**src/rtl/cb_pkg.sv**
```systemverilog
// Shared types and constants for the crossbar buffer ingress/egress logic.
package cb_pkg;

  // Ingress arbiter states: waiting for requests, or a requester owns the write port.
  typedef enum logic {
    IDLE = 1'b0,
    OWN  = 1'b1
  } arb_state_t;

  // Default buffer geometry: 2**BWIDTH entries, occupancy counter needs one extra bit.
  localparam int BWIDTH_DEFAULT = 3;
  localparam int DEPTH_DEFAULT  = 2 ** BWIDTH_DEFAULT;
  localparam int CNT_W_DEFAULT  = BWIDTH_DEFAULT + 1;

  // Buffer depth for a given address width.
  function automatic int depth_of(input int bw);
    return 2 ** bw;
  endfunction

endpackage

```
**src/rtl/cb_rr_pick.sv**
```systemverilog
// Combinational round-robin picker: first set request after 'last', wrapping around.
module cb_rr_pick
  import cb_pkg::*;
#(
  parameter  int N  = 2,
  localparam int IW = (N > 1) ? $clog2(N) : 1
) (
  input  logic [N-1:0]  req_i,
  input  logic [IW-1:0] last_i,
  output logic          found_o,
  output logic [IW-1:0] idx_o
);

  logic [IW-1:0] candIdx;

  // Walk offsets 1..N from the last winner so the last winner is considered last.
  always_comb begin
    found_o = 1'b0;
    idx_o   = '0;
    candIdx = '0;
    for (int k = 1; k <= N; k++) begin
      candIdx = IW'((int'(last_i) + k) % N);
      if (!found_o && req_i[candIdx]) begin
        found_o = 1'b1;
        idx_o   = candIdx;
      end
    end
  end

endmodule

```
**src/rtl/cb_ingress_arb.sv**
```systemverilog
// Round-robin, burst-locking arbiter for the buffer write port with credit tracking.
module cb_ingress_arb
  import cb_pkg::*;
#(
  parameter  int IN       = 2,
  parameter  int DWIDTH   = 32,
  parameter  int BWIDTH   = BWIDTH_DEFAULT,
  parameter  int MAXBURST = 4,
  localparam int IW       = (IN > 1) ? $clog2(IN) : 1,
  localparam int CW       = BWIDTH + 1,
  localparam int BCW      = (MAXBURST > 1) ? $clog2(MAXBURST) : 1
) (
  input  logic                         clk,
  input  logic                         rst,
  input  logic [IN-1:0]                ireq,
  input  logic [IN-1:0][DWIDTH-1:0]    idata,
  output logic [IN-1:0]                oresp,
  output logic                         wr_en,
  output logic [DWIDTH-1:0]            wr_data,
  input  logic                         rd_pop,
  output logic [CW-1:0]                count,
  output logic                         full,
  output logic [IW-1:0]                grant_id,
  output logic                         pop_err
);

  localparam logic [CW-1:0]  DEPTH_C   = CW'(depth_of(BWIDTH));
  localparam logic [BCW-1:0] LAST_BEAT = BCW'(MAXBURST - 1);

  arb_state_t          state_q, state_d;
  logic [IW-1:0]       rr_last_q, rr_last_d;
  logic [IW-1:0]       grant_q, grant_d;
  logic [BCW-1:0]      beat_q, beat_d;
  logic [CW-1:0]       count_q;
  logic                wr_en_q;
  logic [DWIDTH-1:0]   wr_data_q;
  logic                pop_err_q;

  logic                pickFound;
  logic [IW-1:0]       pickIdx;
  logic                canWrite;
  logic                xfer;
  logic                popOk;

  cb_rr_pick #(.N(IN)) u_pick (
    .req_i   (ireq),
    .last_i  (rr_last_q),
    .found_o (pickFound),
    .idx_o   (pickIdx)
  );

  // A pop in the same cycle frees the slot a full buffer would otherwise block.
  assign canWrite = (count_q < DEPTH_C) || rd_pop;
  assign popOk    = rd_pop && (count_q != '0);

  // Next-state, ready and burst bookkeeping; every ownership change goes through IDLE.
  always_comb begin
    state_d   = state_q;
    rr_last_d = rr_last_q;
    grant_d   = grant_q;
    beat_d    = beat_q;
    oresp     = '0;
    xfer      = 1'b0;
    unique case (state_q)
      IDLE: begin
        if (pickFound) begin
          state_d = OWN;
          grant_d = pickIdx;
          beat_d  = '0;
        end
      end
      OWN: begin
        xfer           = ireq[grant_q] && canWrite;
        oresp[grant_q] = xfer;
        if (xfer) begin
          if (beat_q == LAST_BEAT) begin
            state_d   = IDLE;
            rr_last_d = grant_q;
            beat_d    = '0;
          end else begin
            beat_d = beat_q + BCW'(1);
          end
        end else if (!ireq[grant_q]) begin
          state_d   = IDLE;
          rr_last_d = grant_q;
        end
      end
      default: state_d = IDLE;
    endcase
  end

  // Arbiter state register; rr_last starts at IN-1 so requester 0 wins first.
  always_ff @(posedge clk or posedge rst) begin
    if (rst) begin
      state_q   <= IDLE;
      rr_last_q <= IW'(IN - 1);
      grant_q   <= '0;
      beat_q    <= '0;
    end else begin
      state_q   <= state_d;
      rr_last_q <= rr_last_d;
      grant_q   <= grant_d;
      beat_q    <= beat_d;
    end
  end

  // Registered write strobe and data; data holds between writes.
  always_ff @(posedge clk or posedge rst) begin
    if (rst) begin
      wr_en_q   <= 1'b0;
      wr_data_q <= '0;
    end else begin
      wr_en_q <= xfer;
      if (xfer) begin
        wr_data_q <= idata[grant_q];
      end
    end
  end

  // Occupancy credits; a pop on an empty buffer is flagged and sticks until reset.
  always_ff @(posedge clk or posedge rst) begin
    if (rst) begin
      count_q   <= '0;
      pop_err_q <= 1'b0;
    end else begin
      if (xfer && !popOk) begin
        count_q <= count_q + CW'(1);
      end else if (popOk && !xfer) begin
        count_q <= count_q - CW'(1);
      end
      if (rd_pop && (count_q == '0)) begin
        pop_err_q <= 1'b1;
      end
    end
  end

  assign wr_en    = wr_en_q;
  assign wr_data  = wr_data_q;
  assign count    = count_q;
  assign full     = (count_q == DEPTH_C);
  assign grant_id = grant_q;
  assign pop_err  = pop_err_q;

endmodule

```
**config.mk**
```make
export PLATFORM = sky130hd
export DESIGN_NAME = cb_ingress_arb
export DESIGN_NICKNAME = d
export VERILOG_FILES = /design/src/rtl/cb_pkg.sv /design/src/rtl/cb_rr_pick.sv /design/src/rtl/cb_ingress_arb.sv
export SDC_FILE = /design/constraint.sdc
export NUM_CORES = 1
export LEC_CHECK = 0
export CAP_MARGIN = 30
export CORE_MARGIN = 2
export CORE_UTILIZATION = 41
export DETAILED_ROUTE_END_ITERATION = 10
export PLACE_DENSITY_LB_ADDON = 0.1
export SYNTH_ARGS = -nofsm -noshare
export SYNTH_HDL_FRONTEND = slang
export SYNTH_HIERARCHICAL = 1
export SYNTH_SLANG_ARGS = --single-unit
export TNS_END_PERCENT = 1
```
**constraint.sdc**
```tcl
create_clock -name clk -period 6.1 [get_ports clk]
set_input_delay 0.61 -clock clk [delete_from_list [all_inputs] [get_ports clk]]
set_output_delay 0.61 -clock clk [all_outputs]
set_load 0.01 [all_outputs]
```
After elaboration in Yosys (flattened, before gate mapping)
Index checks and enable logic that the tools add are counted.
{"block": "totals", "ff_bits": 43, "inputBits": 69, "out_inout_bits": 42, "word_cells": 73}
{"block": "classes", "add_sub_neg": 5, "magnitude_cmp": 5, "eq_ne": 6, "n_mux": 30, "n_bitwise": 2, "n_reduce_logical": 17}
{"cell": "$mux 32", "n": 2}
{"cell": "$mux 1", "n": 19}
{"cell": "$mux 2", "n": 4}
{"cell": "$mux 4", "n": 2}
{"cell": "$logic_and 1x1->1", "n": 7}
{"cell": "$lt 1x2->1 const B", "n": 3}
{"cell": "$ne 2x1->1 const B", "n": 3}
{"cell": "$add 4x1->4 const B", "n": 1}
{"cell": "$eq 4x4->1 const B", "n": 1}
{"cell": "$logic_not 4->1", "n": 1}
{"cell": "$lt 4x4->1 const B", "n": 1}
{"cell": "$pmux 2 s2", "n": 1}
{"cell": "$reduce_and 2->1", "n": 2}
{"cell": "$reduce_bool 4->1", "n": 1}
{"cell": "$sub 4x1->4 const B", "n": 1}
{"cell": "$logic_not 1->1", "n": 3}
{"cell": "$reduce_and 3->1", "n": 1}
{"cell": "$add 1x1->1 const B", "n": 2}
{"cell": "$add 2x1->2 const B", "n": 1}
{"cell": "$and 2x2->2", "n": 1}
{"cell": "$eq 2x2->1 const B", "n": 1}
{"cell": "$ne 2x2->1 const B", "n": 1}
{"cell": "$pmux 1 s2", "n": 1}
{"cell": "$reduce_bool 2->1", "n": 1}
{"cell": "other kinds (4)", "n": 4}

Longest topological paths before layout
{"block": "logic_depth", "ltp_word": 9, "ltp_mapped": 12, "mapped_depth_nobuf": 10}

Modules after synthesis
Netlist, hierarchy kept.
{"mod": "cb_ingress_arb", "n_inst": 1, "cells_per_inst": 191, "area_per_inst_um2": 1935.6, "seq_area_each_um2": 1077.3}
{"mod": "cb_rr_pick", "n_inst": 1, "cells_per_inst": 2, "area_per_inst_um2": 13.8, "seq_area_each_um2": 0.0}

Worst setup path after synthesis
OpenSTA, ideal clock, no wires.
{"block": "synth_path", "path_type": "in2reg", "from": "input port ireq[1]", "to": "register count_q[3], in the netlist count[3]", "setup_time_ns": 0.127, "arrival_time_ns": 2.381, "required_time_ns": 5.973, "setup_slack_ns": 3.592, "path_stages": 12, "n_path_buf": 2, "cell_sequence": "mux2i_1 or3_1 buf_6 buf_6 inv_1 ha_1 inv_1 ha_1 a21oi_1 and3_1 o21bai_1 xnor2_1"}
{"block": "synth_via", "elab_chain_len": 7, "elab_cells_between_ends": 9, "cone_classes": "mux (4); reduce/logical (5)"}
{"element": "start: declaration", "line": "cb_ingress_arb.sv:15", "rtl": "input logic [IN-1:0] ireq,"}
{"element": "$mux 1 (not written as such) * (2 in a row)", "line": "cb_ingress_arb.sv:73", "rtl": "xfer = ireq[grant_q] && canWrite;"}
{"element": "$logic_and 1x1->1 *", "line": "cb_ingress_arb.sv:73"}
{"element": "$mux 1 *", "line": "cb_ingress_arb.sv:64", "rtl": "unique case (state_q)"}
{"element": "via xfer", "line": "cb_ingress_arb.sv:42", "rtl": "logic xfer;"}
{"element": "$logic_not 1->1", "line": "cb_ingress_arb.sv:128", "rtl": "end else if (popOk && !xfer) begin"}
{"element": "$logic_and 1x1->1", "line": "cb_ingress_arb.sv:128"}
{"element": "$reduce_bool 2->1 (no source line)"}
{"element": "end signal: assignment", "line": "cb_ingress_arb.sv:127", "rtl": "count_q <= count_q + CW'(1);"}
{"element": "end signal: assignment", "line": "cb_ingress_arb.sv:129", "rtl": "count_q <= count_q - CW'(1);"}
{"element": "end: declaration", "line": "cb_ingress_arb.sv:34", "rtl": "logic [CW-1:0] count_q;"}
The timed path passes the listed nets; every way through them passes the cells marked *. The select of a mux whose other input is x is not followed.
A chain may end at the register's enable or synchronous reset.

Worst setup path after layout
{"block": "layout_path", "from": "input port rd_pop", "to": "register count_q[3], in the netlist count[3]"}
{"block": "layout_via", "elab_chain_len": 6, "elab_cells_between_ends": 10, "cone_classes": "mux (2); reduce/logical (8)"}
{"element": "start: declaration", "line": "cb_ingress_arb.sv:20", "rtl": "input logic rd_pop,"}
{"element": "$logic_or 1x1->1 *", "line": "cb_ingress_arb.sv:53", "rtl": "assign canWrite = (count_q < DEPTH_C) || rd_pop;"}
{"element": "$logic_and 1x1->1 *", "line": "cb_ingress_arb.sv:73"}
{"element": "$mux 1 *", "line": "cb_ingress_arb.sv:64"}
{"element": "via xfer", "line": "cb_ingress_arb.sv:42"}
{"element": "$logic_not 1->1", "line": "cb_ingress_arb.sv:128"}
{"element": "$logic_and 1x1->1", "line": "cb_ingress_arb.sv:128"}
{"element": "$reduce_bool 2->1 (no source line)"}
The timed path passes the listed nets; every way through them passes the cells marked *.

==> results.txt <==
Final Setup Violations: 0
Critical-path top delay cell: clkdlybuf4s50_1
Outcome: completed
Worst hold path type: reg -> reg
Worst slew margin: 64.7%
EDFF count, synth: 0
DP Wirelength: 3.77 mm
Starting DRT DRC Count: 89
Maximum root-to-sink buffer count: 2
First drt pass iteration count: 4
MaxCap Viol Count: 0
Synth async-reset ratio: 100%
Core Rows: 25
GRT Total Usage: 21.1%
Post-cts resize count: 0
Drt total wl: 5.25 mm
RSZ-0062 raised after global routing: no
Root Buffer: clkbuf_8
Mapped cell area: 1950 sq um
Hold slack: 0.497 ns
Num CTS Buffers: 5
Fmax: 0.317 GHz
Synthesized instance count: 193
Diodes inserted: 0
P_leak: 1.42 nW
WP data arrival: 3.33 ns
Die X: 73.0 microns
CTS tree: yes
Routed Antenna Nets: 0
Vias/cell: 5.08
Pin count of the biggest net entering global routing: 44
Share of the yosys chip area belonging to registers: 55.3%
Initial Utilization: 41.8%
Clock latency on the worst-skew pair: 0.29 ns
Flops & latches, synth: 43
Vias in the first global route: 1818
Synth unique cells: 29
Core ar.: 4660 sq um
Worst EP required: 6.28 ns
Crit end category: flop
CTS sink cnt: 43
Pwr Density: 464 nW/um^2
Yosys Warn Count: 6
Most common flop cell mapped by yosys: dfrtp_1
Worst Clk Skew: 0.00639 ns
# hold bufs at CTS: 0
Crit-path leading delay family: buffers and inverters
Max stage delay on crit path: 0.46 ns
Crit Path Category: in -> reg
Critical path, cell by cell: clkdlybuf4s50_1, nor2b_1, or3_1, buf_4, inv_1, ha_1, inv_1, ha_1, a21oi_1, and3_1, o21bai_1, xnor2_1
Htree depth: 2
I/O Buffers: 110
Clk slew on worst S/H paths: 0.08 ns
Most frequent cells in the layout: clkdlybuf4s50_1 (110), nand2_1 (68), dfrtp_1 (42)
Die ar.: 5320 sq um
Period minus WS final: 3.15 ns
Share of cells above drive strength 1: 5.90%
Crit Path Max Fanout: 37
Initial antenna violation count: 0
Syn_nets: 267
Nets: 378
Period utilization: 51.6%
Worst setup SP type: input pin
VDD IR max: 0.310 mV
Setup TNS: 0 ns
Slew @ Worst Pin: 0.530 ns
First-pass GRT wire length: 8.53 mm
Wire per inst: 14.6 microns
Total gr overflow: 0
# DRC: 0
Final hold violation count: 0
Num ports: 111
RePlAce Congestion: 0.818
Max-slew violations: 0
Avg Inst Size Synth: 10.1 sq um
Die Height: 73.0 microns
Post-CTS Setup Inserts: 0
Detailed-route via count: 1824
Synth-to-Final Area Change: 64.6%
Most common cell after layout, fill and taps aside: clkdlybuf4s50_1
Critical path buffers and inverters: 4
sequential cells by signal (all words and copies together), names as in the netlist:
signal and flops:
wr_data 32, count 4, beat_q 2, grant_id 1, pop_err 1, rr_last_q 1
state_q 1, wr_en 1
logic make-up (layout without fill, tap and decap cells):
family / after synthesis / after routing / synth area share (%)
and+or+nand+nor: 80 / 80 / 17.3
AOI/OAI and AO/OA: 42 / 42 / 15.5
muxes: 4 / 4 / 2.25
DFF: 43 / 43 / 55.3
buffers and inverters: 16 / 128 / 4.75
adders and majority gates: 5 / 5 / 3.59
xor gates and xnor gates: 3 / 3 / 1.35
final cells by class:
cell class | instances | area, sq um
fillers | 402 | 1450
well taps | 54 | 67.6
inverters | 6 | 22.5
flip-flops and latches | 43 | 1080
multi-input cells | 134 | 793
clock inverters | 2 | 35.0
repair buffers | 114 | 1130
clock buffers | 6 | 82.6
through the flow:
step	cells	total power [W]	area [sq um]	worst slack, ns	util, %
after floorplan	193	0.000906	1950	3.59	-
after global placement	351	0.00126	3090	2.80	66.3
after detailed placement	351	0.00127	3090	2.66	66.3
after CTS	359	0.00151	3210	2.96	68.9
after global routing	359	0.00161	3210	2.74	68.9
final	359	0.00149	3210	2.95	68.9
worst reg2reg max path: cells and delay by family (launching register included):
kind | cells | cell delay (ns)
XOR/XNOR | 1 | 0.13
adder cells (fa/ha/maj) | 2 | 0.51
AND/OR/NAND/NOR | 3 | 0.75
flip-flops | 1 | 0.42
buffers and inverters | 3 | 0.62
AO/OA/AOI/OAI | 2 | 0.28
metal layers:
| metal | global-route usage [%] | up-vias | wire [microns] |
|---|---|---|---|
| li1 | - | 885 | - |
| met2 | 33.2 | 86 | 2410 |
| met3 | 6.91 | 16 | 424 |
| met5 | 0 | - | 0 |
| met4 | 9.47 | 0 | 187 |
| met1 | 26.6 | 837 | 2230 |
worst paths after layout:
kind,startpoint,end,slack [ns],cells after the start
worst max register to register,count[3],count[3],3.29,11
worst min register to register,pop_err,pop_err,0.50,1
worst max-delay path,rd_pop,count[3],2.95,12
min in group asynchronous,rst,wr_data[5],0.74,3
max in group asynchronous,rst,rr_last_q,4.98,3
worst min-delay path,pop_err,pop_err,0.50,1
where the power goes:
| part | total [W] | internal, W | leakage, nW | switching, W |
|---|---|---|---|---|
| clock | 0.000228 | 0.000132 | 0.0612 | 0.0000954 |
| sequential | 0.000518 | 0.000426 | 0.528 | 0.0000924 |
| combinational | 0.000744 | 0.000419 | 0.829 | 0.000324 |
| total | 0.00149 | 0.000978 | 1.42 | 0.000512 |
cell usage after synthesis (all sizes together), types with 2 or more instances:
cell type	count	area [sq um]
a21oi	2	10.0
a22oi	32	240
buf	6	55.1
clkbuf	4	15.0
dfrtp	42	1050
ha	4	50.1
inv	6	22.5
mux2	3	33.8
nand2	68	255
nand3	3	15.0
nor4b	2	23.8
o21ai	3	15.0
o21bai	2	15.0
xnor2	3	26.3
(Power assumes the default switching activity.)
